$ cat src/rtl/equiv_check_pkg.sv
// equiv_check_pkg: shared state encoding, default widths and MISR polynomial
package equiv_check_pkg;
  typedef enum logic [2:0] {IDLE, FETCH, WAIT, CHECK, DONE} state_e;
  localparam int IN_W_DEF = 77;
  localparam int OUT_W_DEF = 635;
  localparam logic [31:0] MISR_POLY = 32'h04C11DB7;
endpackage

$ cat src/rtl/equiv_misr.sv
// equiv_misr: next 32-bit MISR signature after folding y in as zero-padded 32-bit chunks, LSB chunk first
module equiv_misr
  import equiv_check_pkg::*;
#(
  parameter int OUT_W = OUT_W_DEF
)(
  input  logic [31:0]      sig,
  input  logic [OUT_W-1:0] y,
  output logic [31:0]      sig_next
);
  localparam int NCH = (OUT_W + 31) / 32;
  logic [NCH*32-1:0] y_pad;
  // shift-with-feedback then xor in each chunk, lowest chunk first
  always_comb begin
    y_pad = '0;
    y_pad[OUT_W-1:0] = y;
    sig_next = sig;
    for (int i = 0; i < NCH; i++)
      sig_next = {sig_next[30:0], 1'b0} ^ (sig_next[31] ? MISR_POLY : 32'h0) ^ y_pad[i*32 +: 32];
  end
endmodule

$ cat src/rtl/equiv_check_sequencer.sv
// equiv_check_sequencer: feeds vectors to reference and test netlists, compares after settle, keeps stats; EQSEQ_SIGNATURE_EN adds a MISR signature of y_dut
module equiv_check_sequencer
  import equiv_check_pkg::*;
#(
  parameter int IN_W         = IN_W_DEF,
  parameter int OUT_W        = OUT_W_DEF,
  parameter int SETTLE       = 2,
  parameter int CNT_W        = 16,
  parameter int STOP_ON_FAIL = 0
)(
  input  logic             clk,
  input  logic             rst_n,
  input  logic             start,
  input  logic             vec_valid,
  output logic             vec_ready,
  input  logic [IN_W-1:0]  vec_data,
  input  logic             vec_last,
  output logic [IN_W-1:0]  dut_in,
  input  logic [OUT_W-1:0] y_ref,
  input  logic [OUT_W-1:0] y_dut,
  output logic             busy,
  output logic             done,
  output logic             fail,
  output logic [CNT_W-1:0] vec_count,
  output logic [CNT_W-1:0] err_count,
  output logic [CNT_W-1:0] first_err_idx
`ifdef EQSEQ_SIGNATURE_EN
  ,
  output logic [31:0]      sig
`endif
);
  state_e state_q, state_d;
  logic [IN_W-1:0] dut_in_q, dut_in_d;
  logic last_q, last_d, busy_q, busy_d, done_q, done_d, fail_q, fail_d;
  logic [7:0] cnt_q, cnt_d;
  logic [CNT_W-1:0] vec_count_q, vec_count_d, err_count_q, err_count_d, first_err_q, first_err_d;
  logic mis;
`ifdef EQSEQ_SIGNATURE_EN
  logic [31:0] sig_q, sig_d, sig_next;
  equiv_misr #(.OUT_W(OUT_W)) u_misr (.sig(sig_q), .y(y_dut), .sig_next(sig_next));
  assign sig = sig_q;
`endif
  assign mis = y_ref != y_dut;
  assign vec_ready = state_q == FETCH;
  assign dut_in = dut_in_q;
  assign busy = busy_q;
  assign done = done_q;
  assign fail = fail_q;
  assign vec_count = vec_count_q;
  assign err_count = err_count_q;
  assign first_err_idx = first_err_q;
  // next-state and next-output logic for the run sequencer
  always_comb begin
    state_d = state_q;
    dut_in_d = dut_in_q;
    last_d = last_q;
    cnt_d = cnt_q;
    busy_d = busy_q;
    done_d = done_q;
    fail_d = fail_q;
    vec_count_d = vec_count_q;
    err_count_d = err_count_q;
    first_err_d = first_err_q;
`ifdef EQSEQ_SIGNATURE_EN
    sig_d = sig_q;
`endif
    case (state_q)
      IDLE, DONE: if (start) begin
        state_d = FETCH;
        busy_d = 1'b1;
        done_d = 1'b0;
        fail_d = 1'b0;
        vec_count_d = '0;
        err_count_d = '0;
        first_err_d = '0;
`ifdef EQSEQ_SIGNATURE_EN
        sig_d = '0;
`endif
      end
      FETCH: if (vec_valid) begin
        dut_in_d = vec_data;
        last_d = vec_last;
        cnt_d = 8'(SETTLE - 1);
        state_d = WAIT;
      end
      WAIT: begin
        state_d = cnt_q == 8'd0 ? CHECK : WAIT;
        cnt_d = cnt_q == 8'd0 ? cnt_q : cnt_q - 8'd1;
      end
      CHECK: begin
        vec_count_d = vec_count_q + CNT_W'(~&vec_count_q);
        err_count_d = mis ? err_count_q + CNT_W'(~&err_count_q) : err_count_q;
        first_err_d = mis && !fail_q ? vec_count_q : first_err_q;
        fail_d = fail_q | mis;
`ifdef EQSEQ_SIGNATURE_EN
        sig_d = sig_next;
`endif
        if (last_q || (mis && STOP_ON_FAIL != 0)) begin
          state_d = DONE;
          busy_d = 1'b0;
          done_d = 1'b1;
        end else state_d = FETCH;
      end
      default: state_d = IDLE;
    endcase
  end
  // state and registered outputs; reset aborts any run with no partial report
  always_ff @(posedge clk or negedge rst_n) begin
    if (!rst_n) begin
      state_q <= IDLE;
      dut_in_q <= '0;
      last_q <= 1'b0;
      cnt_q <= '0;
      busy_q <= 1'b0;
      done_q <= 1'b0;
      fail_q <= 1'b0;
      vec_count_q <= '0;
      err_count_q <= '0;
      first_err_q <= '0;
`ifdef EQSEQ_SIGNATURE_EN
      sig_q <= '0;
`endif
    end else begin
      state_q <= state_d;
      dut_in_q <= dut_in_d;
      last_q <= last_d;
      cnt_q <= cnt_d;
      busy_q <= busy_d;
      done_q <= done_d;
      fail_q <= fail_d;
      vec_count_q <= vec_count_d;
      err_count_q <= err_count_d;
      first_err_q <= first_err_d;
`ifdef EQSEQ_SIGNATURE_EN
      sig_q <= sig_d;
`endif
    end
  end
endmodule

$ cat config.mk
export PLATFORM = sky130hd
export DESIGN_NAME = equiv_check_sequencer
export DESIGN_NICKNAME = d
export VERILOG_FILES = /design/src/rtl/equiv_check_pkg.sv /design/src/rtl/equiv_misr.sv /design/src/rtl/equiv_check_sequencer.sv
export SDC_FILE = /design/constraint.sdc
export NUM_CORES = 1
export LEC_CHECK = 0
export BUFFER_PORTS_ARGS = -buffer_cell sky130_fd_sc_hd__buf_2
export CAP_MARGIN = 20
export CORE_AREA = 3 3 570 572
export CTS_BUF_LIST = sky130_fd_sc_hd__clkbuf_4 sky130_fd_sc_hd__clkbuf_8
export CTS_CLUSTER_DIAMETER = 120
export CTS_CLUSTER_SIZE = 14
export DETAILED_ROUTE_END_ITERATION = 6
export DIE_AREA = 0 0 573 575
export GPL_TIMING_DRIVEN = 0
export SETUP_SLACK_MARGIN = 0.2
export SYNTH_ARGS = -nofsm -noshare
export SYNTH_HDL_FRONTEND = slang
export SYNTH_SLANG_ARGS = --single-unit
$ cat constraint.sdc
create_clock -name clk -period 2.78 [get_ports clk]
set_input_delay 0.417 -clock clk [delete_from_list [all_inputs] [get_ports clk]]
set_output_delay 0.417 -clock clk [all_outputs]
set_load 0.01 [all_outputs]
==> results.txt, run 1 <==
----------------------------------------------------
[Routing]
  Via density per instance ... 2.76
  DRC ... 4
  DR WL/cell ... 37.6 um
  Total wire length ... 281 mm
  Pre-antenna DRT Iters ... 5
  Count of nets left with antenna violations after detail routing ... 0
  First-iteration detailed-routing DRC count ... 1966
  Via count ... 20600

[Yosys]
  Register area share after synthesis ... 27.1%
  Syn Std Cell Area ... 12900 um^2
  Share of flip-flops with an asynchronous set or reset ... 100%
  Cell accounting for the most synthesized area ... xor2_1
  Post-Synthesis Cells ... 1360
  Number of nets produced by synthesis ... 2717
  Netlist cell types ... 55
  Primary flip-flop cell chosen by synthesis mapping ... dfrtp_1
  Synth top area cells ... xor2_1, dfrtp_1, xnor2_1
  Synthesized area per cell ... 9.51 um^2
  Number of synthesized flops with an enable pin ... 0
  Warning count from the yosys run ... 0
  Fraction of post-synthesis cell area in the top cell type by area ... 29.8%
  Total of flip-flops plus latches after synthesis ... 140

[Final layout]
  Post-route core utilization ... 8.66%
  Area growth, synth to finish ... 115%
  Fraction of layout instances using a drive strength above 1 ... 59.0%
  Filler cells ... 37900
  Net count reported at finish ... 4260

[Worst setup path]
  Required time at the endpoint of the critical path ... 3.17 ns
  Terminus of the critical flop-to-flop path ... err_count[15]$_DFFE_PN0P_
  Maximum fanout along the worst path ... 5
  Worst Path Arrival ... 3.77 ns
  Critical path startpoint category ... input port
  Worst reg2reg startpoint ... err_count[8]$_DFFE_PN0P_
  Worst Reg2Reg Path Length in Cells ... 12
  Destination of the critical timing path ... first_err_idx[14]$_DFFE_PN0P_
  First element of the critical path ... y_dut[599]
  FF-to-FF setup slack ... -0.05 ns
  Critical Path Sink Type ... flip-flop
  Setup CP Type ... in2reg

[STA]
  Maximum achievable frequency ... 0.296 GHz
  Final Hold Vio Count ... 0
  Setup violation total in the final timing report ... 33
  Remaining max-slew budget at the tightest pin ... 8.43%
  Worst-case setup margin in the final layout ... -0.602 ns
  Final Cycle Share ... 122%
  Unrepaired setup endpoints after global routing ... true
  Clock Skews ... 0.0378 ns
  Worst slew pin tran ... 1.36 ns
  Final hold slack ... 0.110 ns
  Final critical delay including setup and external delays ... 3.38 ns
  Final number of max-transition violations ... 0

[Power]
  VDD IR max ... 377 uV
  Overall power of the completed layout ... 10.9 mW
  Power density over the cells ... 391 nW/um^2
  Leakage ... 11.6 nW

[Die]
  Number of core rows ... 208
  I/O pin count ... 1481
  Area enclosed by the die boundary ... 329000 um^2
  Initial core utilization ... 4.03%
  Die outline height ... 575 um
  Horizontal die dimension ... 573 um
  Placeable Area ... 321000 um^2

[Min path]
  Tightest Hold Check Type ... in2reg
  Min-Delay Startpoint ... vec_data[74]

[Global route]
  Number of global-route vias before repair ... 18600
  Maximum number of pins on one net before global-route repair ... 96
  Antenna violations before repair ... 549
  Wire length of the first global-routing pass ... 319 mm
  All-Layer GR Usage ... 16.3%
  Remaining global-route overflow ... 0

[Clock tree]
  H-Tree Depth ... 4
  Clock buffer count from CTS ... 17
  Sinks on the clock net ... 140
  Clk slew on worst S/H paths ... 0.13 ns
  CTS tree ... done
  Clk_lat worst skew ... 0.53 ns
  Clock root buffer ... clkbuf_8
  Buffers from clock root to sink, at most ... 2

[Placement]
  PortBufs ... 1480
  Detailed placement HPWL ... 270 mm
  Gp weighted congestion ... 1.12

[Run]
  Count of maximum capacitance violations ... 0

[Run status]
  Status ... finished, violations left
  Failing checks ... DRC, setup timing

----------------------------------------------------
-- worst min-delay path by stage --
stage                                   endpoint  slack [ns]  cells after the start
after floorplan                 busy$_DFFE_PN0P_        0.12                      0
after global placement    dut_in[66]$_DFFE_PN0P_        0.48                      1
after detailed placement  dut_in[68]$_DFFE_PN0P_        0.42                      1
after CTS                 dut_in[74]$_DFFE_PN0P_        0.05                      2
after global routing      dut_in[76]$_DFFE_PN0P_        0.06                      2
final                     dut_in[74]$_DFFE_PN0P_        0.11                      2
-- power breakdown --
| group | leakage [nW] | internal [mW] | total (mW) | switching (mW) |
|---|---|---|---|---|
| Clock | 0.214 | 0.787 | 1.89 | 1.10 |
| Sequential | 1.76 | 2.75 | 3.17 | 0.425 |
| Combinational | 9.61 | 2.65 | 5.81 | 3.16 |
-- kinds of logic (layout without fill, tap and decap cells) --
group           after synthesis  count (layout)  share of synthesized area, %
flops                       140             140                          27.1
buf+inv                      50            1606                          1.53
mux                          99              99                          8.41
other cells                   0             236                             0
compound gates               75              75                          3.84
fa+ha+maj                     5               5                         0.484
xor+xnor                    630             630                          42.7
simple gates                361             361                          16.0
-- critical path: stages --
cell and delay [ns]:
buf_2 0.14, xnor2_1 0.86, nand4_1 0.21, nor4_2 0.62
nand2_1 0.10, or4_4 0.51, nor3_4 0.16, buf_12 0.17
a21o_4 0.18, nor2_4 0.07, clkbuf_16 0.17, mux2i_1 0.11
-- synthesized netlist by cell type (all sizes together), types with 2 or more instances --
cell type / n
mux2: 78
o211ai: 2
and3: 11
o21ai: 30
nand2: 54
o22ai: 5
a21o: 3
buf: 4
a2111oi: 2
nor3: 13
o41ai: 3
o2bb2ai: 2
or4: 4
or3: 2
a22o: 3
nand3b: 3
nand4: 85
nor4: 128
mux2i: 21
a31oi: 4
o311ai: 2
nor2b: 5
nor2: 26
nand3: 13
a21oi: 10
clkbuf: 16
dfrtp: 140
and2: 6
xnor2: 190
xor2: 440
ha: 5
nand2b: 8
inv: 30
-- placed cells by master (no fill, tap or decap), types with 4 or more instances in the layout --
| cell type | instances |
|---|---|
| a21oi_1 | 7 |
| and3_4 | 8 |
| buf_2 | 1471 |
| buf_4 | 27 |
| buf_6 | 15 |
| buf_8 | 5 |
| clkbuf_1 | 13 |
| clkbuf_8 | 21 |
| dfrtp_1 | 136 |
| dfrtp_2 | 4 |
| diode_2 | 236 |
| inv_1 | 27 |
| inv_6 | 5 |
| inv_8 | 4 |
| mux2_2 | 78 |
| mux2i_1 | 21 |
| nand2_1 | 50 |
| nand2_2 | 4 |
| nand2b_1 | 8 |
| nand3_1 | 13 |
| nand4_1 | 85 |
| nor2_1 | 23 |
| nor2b_1 | 5 |
| nor3_1 | 9 |
| nor4_1 | 102 |
| nor4_2 | 19 |
| nor4_4 | 7 |
| o21ai_0 | 18 |
| o21ai_1 | 11 |
| o22ai_1 | 4 |
| xnor2_1 | 189 |
| xor2_1 | 432 |
| xor2_2 | 6 |
-- sequential cells by signal, summed over array words and instances, names as in the netlist --
signal,cells
busy,1
cnt_q,8
done,1
dut_in,77
err_count,16
fail,1
first_err_idx,16
last_q,1
state_q,3
vec_count,16
-- timing repair --
item                                    CTS  global route
setup buffers                            11            15
hold endpoints to repair                 45             0
endpoints found under the setup margin   44            88
hold buffers                              1             0
gates resized for setup                  52            65
gates cloned                              1             0
pin swaps                                25            24
-- final cells by class --
| type | instances | area (um^2) | share of cell area [%] |
|---|---|---|---|
| Antenna cell | 236 | 591 | 2.13 |
| Buffer | 20 | 105 | 0.378 |
| Clock buffer | 18 | 248 | 0.892 |
| Clock inverter | 14 | 169 | 0.608 |
| Inverter | 30 | 113 | 0.405 |
| Multi-Input combinational cell | 1170 | 9730 | 35.0 |
| Sequential cell | 140 | 3510 | 12.6 |
| Tap cell | 4305 | 5390 | 19.4 |
| Timing Repair Buffer | 1524 | 7920 | 28.5 |
-- metrics by stage --
stage               TNS, ns  worst slack, ns  instance area (um^2)  instances
detailed placement   -86.34            -2.80                 26000       7158
global placement    -295.16            -4.46                 25800       7145
floorplan                 0            0.202                 13000       1360
CTS                  -16.25           -0.533                 26800       7203
global route         -16.86           -0.553                 27500       7342
finish               -18.60           -0.602                 27800       7457
-- per-layer routing --
metal  wire, um  vias up  global-route usage (%)
met4      12000      242                    4.42
li1           -     8157                       -
met3      39000      891                    9.72
met5       1710        -                       0
met2     129000     1935                    27.3
met1      99400     9331                    17.3
No activity file was read; power rests on OpenSTA's default activity.
==> inputs of run 2 (changes only) <==
- CELL_PAD_IN_SITES_DETAIL_PLACEMENT: not set -> 1
- CELL_PAD_IN_SITES_GLOBAL_PLACEMENT: not set -> 1
- CORE_AREA: 3 3 570 572 -> 3 3 569 571
- DIE_AREA: 0 0 573 575 -> 0 0 572 574
- PLACE_DENSITY_LB_ADDON: not set -> 0.25
==> results.txt, run 2 (synthesized netlist as in run 1, its figures left out) <==
----------------------------------------------------
[Worst setup path]
  First element of the critical path ... y_dut[417]
  Cell type of the slowest stage on the worst timing path ... xnor2_1
  Critical Path Sink Type ... flip-flop
  Maximum fanout along the worst path ... 10
  Required time at the endpoint of the critical path ... 3.20 ns
  Critical path startpoint category ... input port
  Worst Path Arrival ... 4.12 ns
  Setup CP Type ... in2reg
  Stage delay of the slowest cell on the critical path ... 0.85 ns
  Worst reg2reg startpoint ... err_count[8]$_DFFE_PN0P_
  Crit-path most repeated cell ... buf_12
  Crit-path cells ... buf_2 > xnor2_1 > nand4_1 > nor4_1 > nand2_1 > or4_4 > nor3_4 > buf_12 > a21o_4 > nor2_4 > buf_12 > mux2i_2

[Routing]
  Via density per instance ... 2.76
  DRC ... 0
  Pre-antenna DRT Iters ... 5
  First-iteration detailed-routing DRC count ... 1590
  DR WL/cell ... 37.1 um
  Count of nets left with antenna violations after detail routing ... 0
  Total wire length ... 272 mm
  Via count ... 20200

[Placement]
  Gp weighted congestion ... 1.01
  PortBufs ... 1480
  Detailed placement HPWL ... 261 mm
  # placed instances ... 7026

[STA]
  Setup violation total in the final timing report ... 36
  Worst-case setup margin in the final layout ... -0.925 ns
  Remaining max-slew budget at the tightest pin ... 26.2%
  Maximum achievable frequency ... 0.270 GHz
  Final number of max-transition violations ... 0
  Clock Skews ... 0.0284 ns
  Worst slew pin tran ... 1.10 ns
  Final critical delay including setup and external delays ... 3.70 ns
  Final Hold Vio Count ... 0
  Final Cycle Share ... 133%
  Unrepaired setup endpoints after global routing ... true

[Clock tree]
  Clk_lat worst skew ... 0.54 ns
  Clk slew on worst S/H paths ... 0.12 ns
  Clock buffer count from CTS ... 17
  H-Tree Depth ... 4
  Buffers from clock root to sink, at most ... 2
  Clock root buffer ... clkbuf_8
  Sinks on the clock net ... 140
  CTS tree ... done

[Final layout]
  Most frequent standard cell in the layout excluding fill and tap cells ... buf_2
  Number of flip-flops in the largest register ... 77
  Area growth, synth to finish ... 112%
  Fraction of layout instances using a drive strength above 1 ... 58.6%
  Commonest non-fill, non-tap cells in the layout ... buf_2, xor2_1, xnor2_1, dfrtp_1, nor4_1
  Net count reported at finish ... 4255
  Number of cells in the finished layout apart from fillers ... 7329
  Post-route core utilization ... 8.61%

[Die]
  Placeable Area ... 318000 um^2
  I/O pin count ... 1481
  Number of core rows ... 207
  Horizontal die dimension ... 572 um
  Area enclosed by the die boundary ... 328000 um^2
  Initial core utilization ... 4.06%
  Die outline height ... 574 um

[Power]
  Clock network power share ... 16.6%
  Power Internal ... 6.17 mW
  Net switching power ... 4.90 mW
  Seq pwr share ... 28.6%
  Share of total power in combinational logic ... 54.8%
  Power density over the cells ... 404 nW/um^2
  Switching power share of the total ... 44.3%
  VDD IR max ... 250 uV
  Leakage ... 11.5 nW

[Global route]
  Number of global-route vias before repair ... 19500
  Remaining global-route overflow ... 0
  All-Layer GR Usage ... 15.9%
  Maximum number of pins on one net before global-route repair ... 72
  Antenna violations before repair ... 555
  Wire length of the first global-routing pass ... 313 mm

[Run status]
  Failing checks ... setup timing
  Status ... finished, violations left

[Run]
  Count of maximum capacitance violations ... 0

[Min path]
  Min-Delay Startpoint ... vec_data[45]
  Tightest Hold Check Type ... in2reg

----------------------------------------------------
-- run 2: cell count changes in the layout (fill, tap and decap cells not counted), moves of 7 or more --
cell	previous run	this run
xor2_1	432	439
buf_2	1471	1479
nor4_1	102	120
o21ai_1	11	23
buf_4	27	10
o21ai_0	18	4
nor4_2	19	6
-- run 2: through the flow --
| stage | hold slack, ns | setup WS, ns | power [mW] | setup TNS, ns | instance area, um^2 |
|---|---|---|---|---|---|
| CTS | 0.000511 | -1.13 | 11.3 | -36.23 | 26600 |
| finish | 0.0831 | -0.925 | 11.1 | -28.67 | 27400 |
| global route | 0.0219 | -0.868 | 11.8 | -28.17 | 27100 |
| global placement | 0.486 | -3.38 | 9.09 | -333.60 | 25600 |
| floorplan | 0.121 | 0.202 | 5.57 | 0 | 13000 |
| detailed placement | 0.437 | -3.35 | 9.18 | -140.57 | 25700 |
-- run 2: critical path: cells and delay by family --
family,cells,cell delay (ns)
multiplexers,1,0.15
AO/OA/AOI/OAI,1,0.15
XOR/XNOR,1,0.85
AND/OR/NAND/NOR,6,2.06
buffers and inverters,3,0.44
-- run 2: layer usage --
metal  up-vias  global-route usage (%)  part of all wire, %
met1      9212                    18.4                   39
met2      1778                    27.1                   47
met4       214                    3.88                  3.7
met3       839                    6.25                   10
met5         -                       0                 0.51
li1       8153                       -                    -
-- run 2: final timing paths --
| path | endpoint | slack, ns | depth (start not counted) |
|---|---|---|---|
| setup / recovery | first_err_idx[9]$_DFFE_PN0P_ | -0.92 | 12 |
| hold / removal | dut_in[45]$_DFFE_PN0P_ | 0.08 | 2 |
| setup reg to reg | err_count[15]$_DFFE_PN0P_ | -0.26 | 12 |
| hold reg to reg | dut_in[56]$_DFFE_PN0P_ | 0.51 | 1 |
| max in group asynchronous | vec_count[7]$_DFFE_PN0P_ | 1.47 | 3 |
| min in group asynchronous | dut_in[61]$_DFFE_PN0P_ | 0.42 | 2 |
-- run 2: layout make-up --
cell class	instances	area, um^2
fill	38200	291000
multi-input combinational	1170	9580
timing repair buffer	1519	7870
tap	4180	5230
sequential	140	3510
antenna	238	596
clock buffer	20	263
clock inverter	12	128
buffer	20	116
inverter	30	116
-- run 2: timing repair --
action	CTS	global route
pin swaps	24	14
endpoints found under the hold margin	74	0
hold buffers	5	0
gates resized for setup	82	42
setup buffers	21	7
setup endpoints to repair	109	53
-- run 2: power groups by stage --
stage / clock [mW] / combinational (mW) / sequential [mW]
finish: 1.83 / 6.06 / 3.17
global route: 2.04 / 6.51 / 3.29
CTS: 1.99 / 6.16 / 3.18
detailed placement: 0 / 5.96 / 3.21
global placement: 0 / 5.89 / 3.20
floorplan: 0 / 2.10 / 3.47
==> inputs of run 3 (changes only) <==
- CORE_AREA: 3 3 569 571 -> 2 2 568 570
- DIE_AREA: 0 0 572 574 -> 0 0 570 572
- GPL_TIMING_DRIVEN: 0 -> not set
==> results.txt, run 3 (synthesized netlist as in run 1, its figures left out) <==
----------------------------------------------------
[STA]
  Final Cycle Share ... 105%
  Final hold slack ... 0.0874 ns
  Setup violation total in the final timing report ... 33
  Unrepaired setup endpoints after global routing ... true
  Worst slew pin tran ... 0.642 ns
  Remaining max-slew budget at the tightest pin ... 57.2%
  Final critical delay including setup and external delays ... 2.92 ns
  Clock Skews ... 0.0231 ns
  Final number of max-transition violations ... 0
  Final Hold Vio Count ... 0
  Maximum achievable frequency ... 0.343 GHz
  Worst-case setup margin in the final layout ... -0.137 ns

[Worst setup path]
  Number of gates on the worst path with buffers counted ... 13
  Setup CP Type ... in2reg
  Maximum fanout along the worst path ... 6
  Worst Reg2Reg Path Length in Cells ... 13
  Critical path startpoint category ... input port
  Cell type of the slowest stage on the worst timing path ... or4_4
  Worst Path Arrival ... 3.35 ns
  Crit-path cells ... buf_2 > xnor2_2 > nand4_1 > nor4_4 > buf_4 > nand4_1 > or4_4 > nor3_4 > buf_12 > a21o_4 > buf_6 > nor3_1 > a21o_1
  Critical Path Sink Type ... flip-flop
  Required time at the endpoint of the critical path ... 3.22 ns
  Largest delay contributor family on the critical path ... simple AND/OR/NAND/NOR gates
  Crit-path most repeated cell ... nand4_1
  Stage delay of the slowest cell on the critical path ... 0.62 ns
  Count of buffering cells on the critical path with inverters included ... 4

[Global route]
  Maximum number of pins on one net before global-route repair ... 85
  Global Route met1 Usage ... 18.4%
  Met2 Use GR ... 27.7%
  Remaining global-route overflow ... 0
  Fraction of met3 tracks used by global routing ... 6.78%
  Busiest layer in global routing ... met2
  Number of global-route vias before repair ... 20300
  Wire length of the first global-routing pass ... 317 mm
  Antenna violations before repair ... 544
  All-Layer GR Usage ... 16.2%

[Clock tree]
  Clock root buffer ... clkbuf_8
  CTS tree ... done
  H-Tree Depth ... 4
  Sinks on the clock net ... 140
  Clk slew on worst S/H paths ... 0.11 ns
  Clock buffer count from CTS ... 17
  Clk_lat worst skew ... 0.55 ns
  Buffers from clock root to sink, at most ... 2

[Routing]
  Via density per instance ... 2.77
  Total wire length ... 275 mm
  First-iteration detailed-routing DRC count ... 1537
  DRC ... 0
  Via count ... 21000
  Count of nets left with antenna violations after detail routing ... 0
  DR WL/cell ... 36.2 um
  Pre-antenna DRT Iters ... 5

[Final layout]
  Net count reported at finish ... 4394
  Area growth, synth to finish ... 124%
  Commonest non-fill, non-tap cells in the layout ... buf_2, xor2_1, xnor2_1, buf_4, dfrtp_1
  Number of cells in the finished layout apart from fillers ... 7584
  Fraction of layout instances using a drive strength above 1 ... 61.5%
  Post-route core utilization ... 9.06%
  Filler cells ... 38400
  Number of flip-flops in the largest register ... 77
  Most frequent standard cell in the layout excluding fill and tap cells ... buf_2

[Run]
  Count of maximum capacitance violations ... 0

[Die]
  Die outline height ... 572 um
  Area enclosed by the die boundary ... 326000 um^2
  Placeable Area ... 320000 um^2
  Horizontal die dimension ... 570 um
  Initial core utilization ... 4.04%
  Number of core rows ... 208
  I/O pin count ... 1481

[Power]
  Leakage ... 12.3 nW
  Clock network power share ... 17.5%
  Share of total power in combinational logic ... 54.3%
  VDD IR max ... 375 uV
  Power Internal ... 6.45 mW
  Seq pwr share ... 28.2%
  Power density over the cells ... 389 nW/um^2
  Switching power share of the total ... 42.8%
  Net switching power ... 4.83 mW

[Placement]
  # placed instances ... 7203
  Detailed placement HPWL ... 264 mm
  PortBufs ... 1480
  Gp weighted congestion ... 1.08

[Min path]
  Worst hold path stage count ... 2
  Tightest Hold Check Type ... in2reg

[Run status]
  Failing checks ... setup timing
  Status ... finished, violations left

----------------------------------------------------
## run 3: metal layers
| metal | vias to the layer above | wire, um |
|---|---|---|
| met5 | - | 1280 |
| met3 | 808 | 32200 |
| met4 | 206 | 11300 |
| li1 | 8544 | - |
| met2 | 1790 | 128000 |
| met1 | 9657 | 102000 |
## run 3: final cells by class
type                       count  area, um^2  share of cell area, %
antenna                      335         838                   2.89
clock buffer                  18         248                  0.855
clock inverter                13         179                  0.617
inverter                      30         113                  0.389
multi-input combinational   1171        9800                   33.8
sequential                   140        3510                   12.1
tap                         4200        5260                   18.1
timing repair buffer        1677        9040                   31.2
## run 3: power by group through the flow
stage	clock, mW	sequential [mW]	combinational (mW)
after global placement	0	3.18	5.99
after detailed placement	0	3.22	6.04
after floorplan	0	3.47	2.10
after global routing	2.17	3.31	6.57
final	1.98	3.18	6.12
after CTS	2.10	3.19	6.20
## run 3: path summary, 6_finish.rpt
path	start	endpoint	slack, ns
max reg2reg	err_count[7]$_DFFE_PN0P_	err_count[10]$_DFFE_PN0P_	0.08
max in group asynchronous	rst_n	dut_in[15]$_DFFE_PN0P_	1.57
max	y_ref[363]	err_count[8]$_DFFE_PN0P_	-0.14
min reg2reg	dut_in[68]$_DFFE_PN0P_	dut_in[68]$_DFFE_PN0P_	0.51
min	vec_data[12]	dut_in[12]$_DFFE_PN0P_	0.09
min in group asynchronous	rst_n	dut_in[2]$_DFFE_PN0P_	0.34
## run 3: what timing repair did
item,CTS,global route
setup buffers,6,6
cloned,1,1
setup endpoints to repair,47,47
hold buffers,1,0
pin swaps,30,24
gates resized for setup,82,43
hold endpoints to repair,28,0
## run 3: metrics by stage
| stage | setup WS (ns) | cell area [um^2] | TNS (ns) | total power [mW] |
|---|---|---|---|---|
| 2_1_floorplan | 0.202 | 13000 | 0 | 5.57 |
| 3_3_place_gp | -1.35 | 27000 | -41.50 | 9.17 |
| 3_5_place_dp | -1.14 | 27000 | -35.59 | 9.26 |
| 4_1_cts | -0.0529 | 27900 | -0.809 | 11.5 |
| 5_1_grt | -0.168 | 28600 | -3.25 | 12.0 |
| 6_report | -0.137 | 29000 | -3.02 | 11.3 |
## run 3: worst register-to-register path, delay by kind of cell (launching register included)
kind	cells	cell delay, ns
and+or+nand+nor	11	1.95
DFF	1	0.42
adders and majority gates	2	0.28
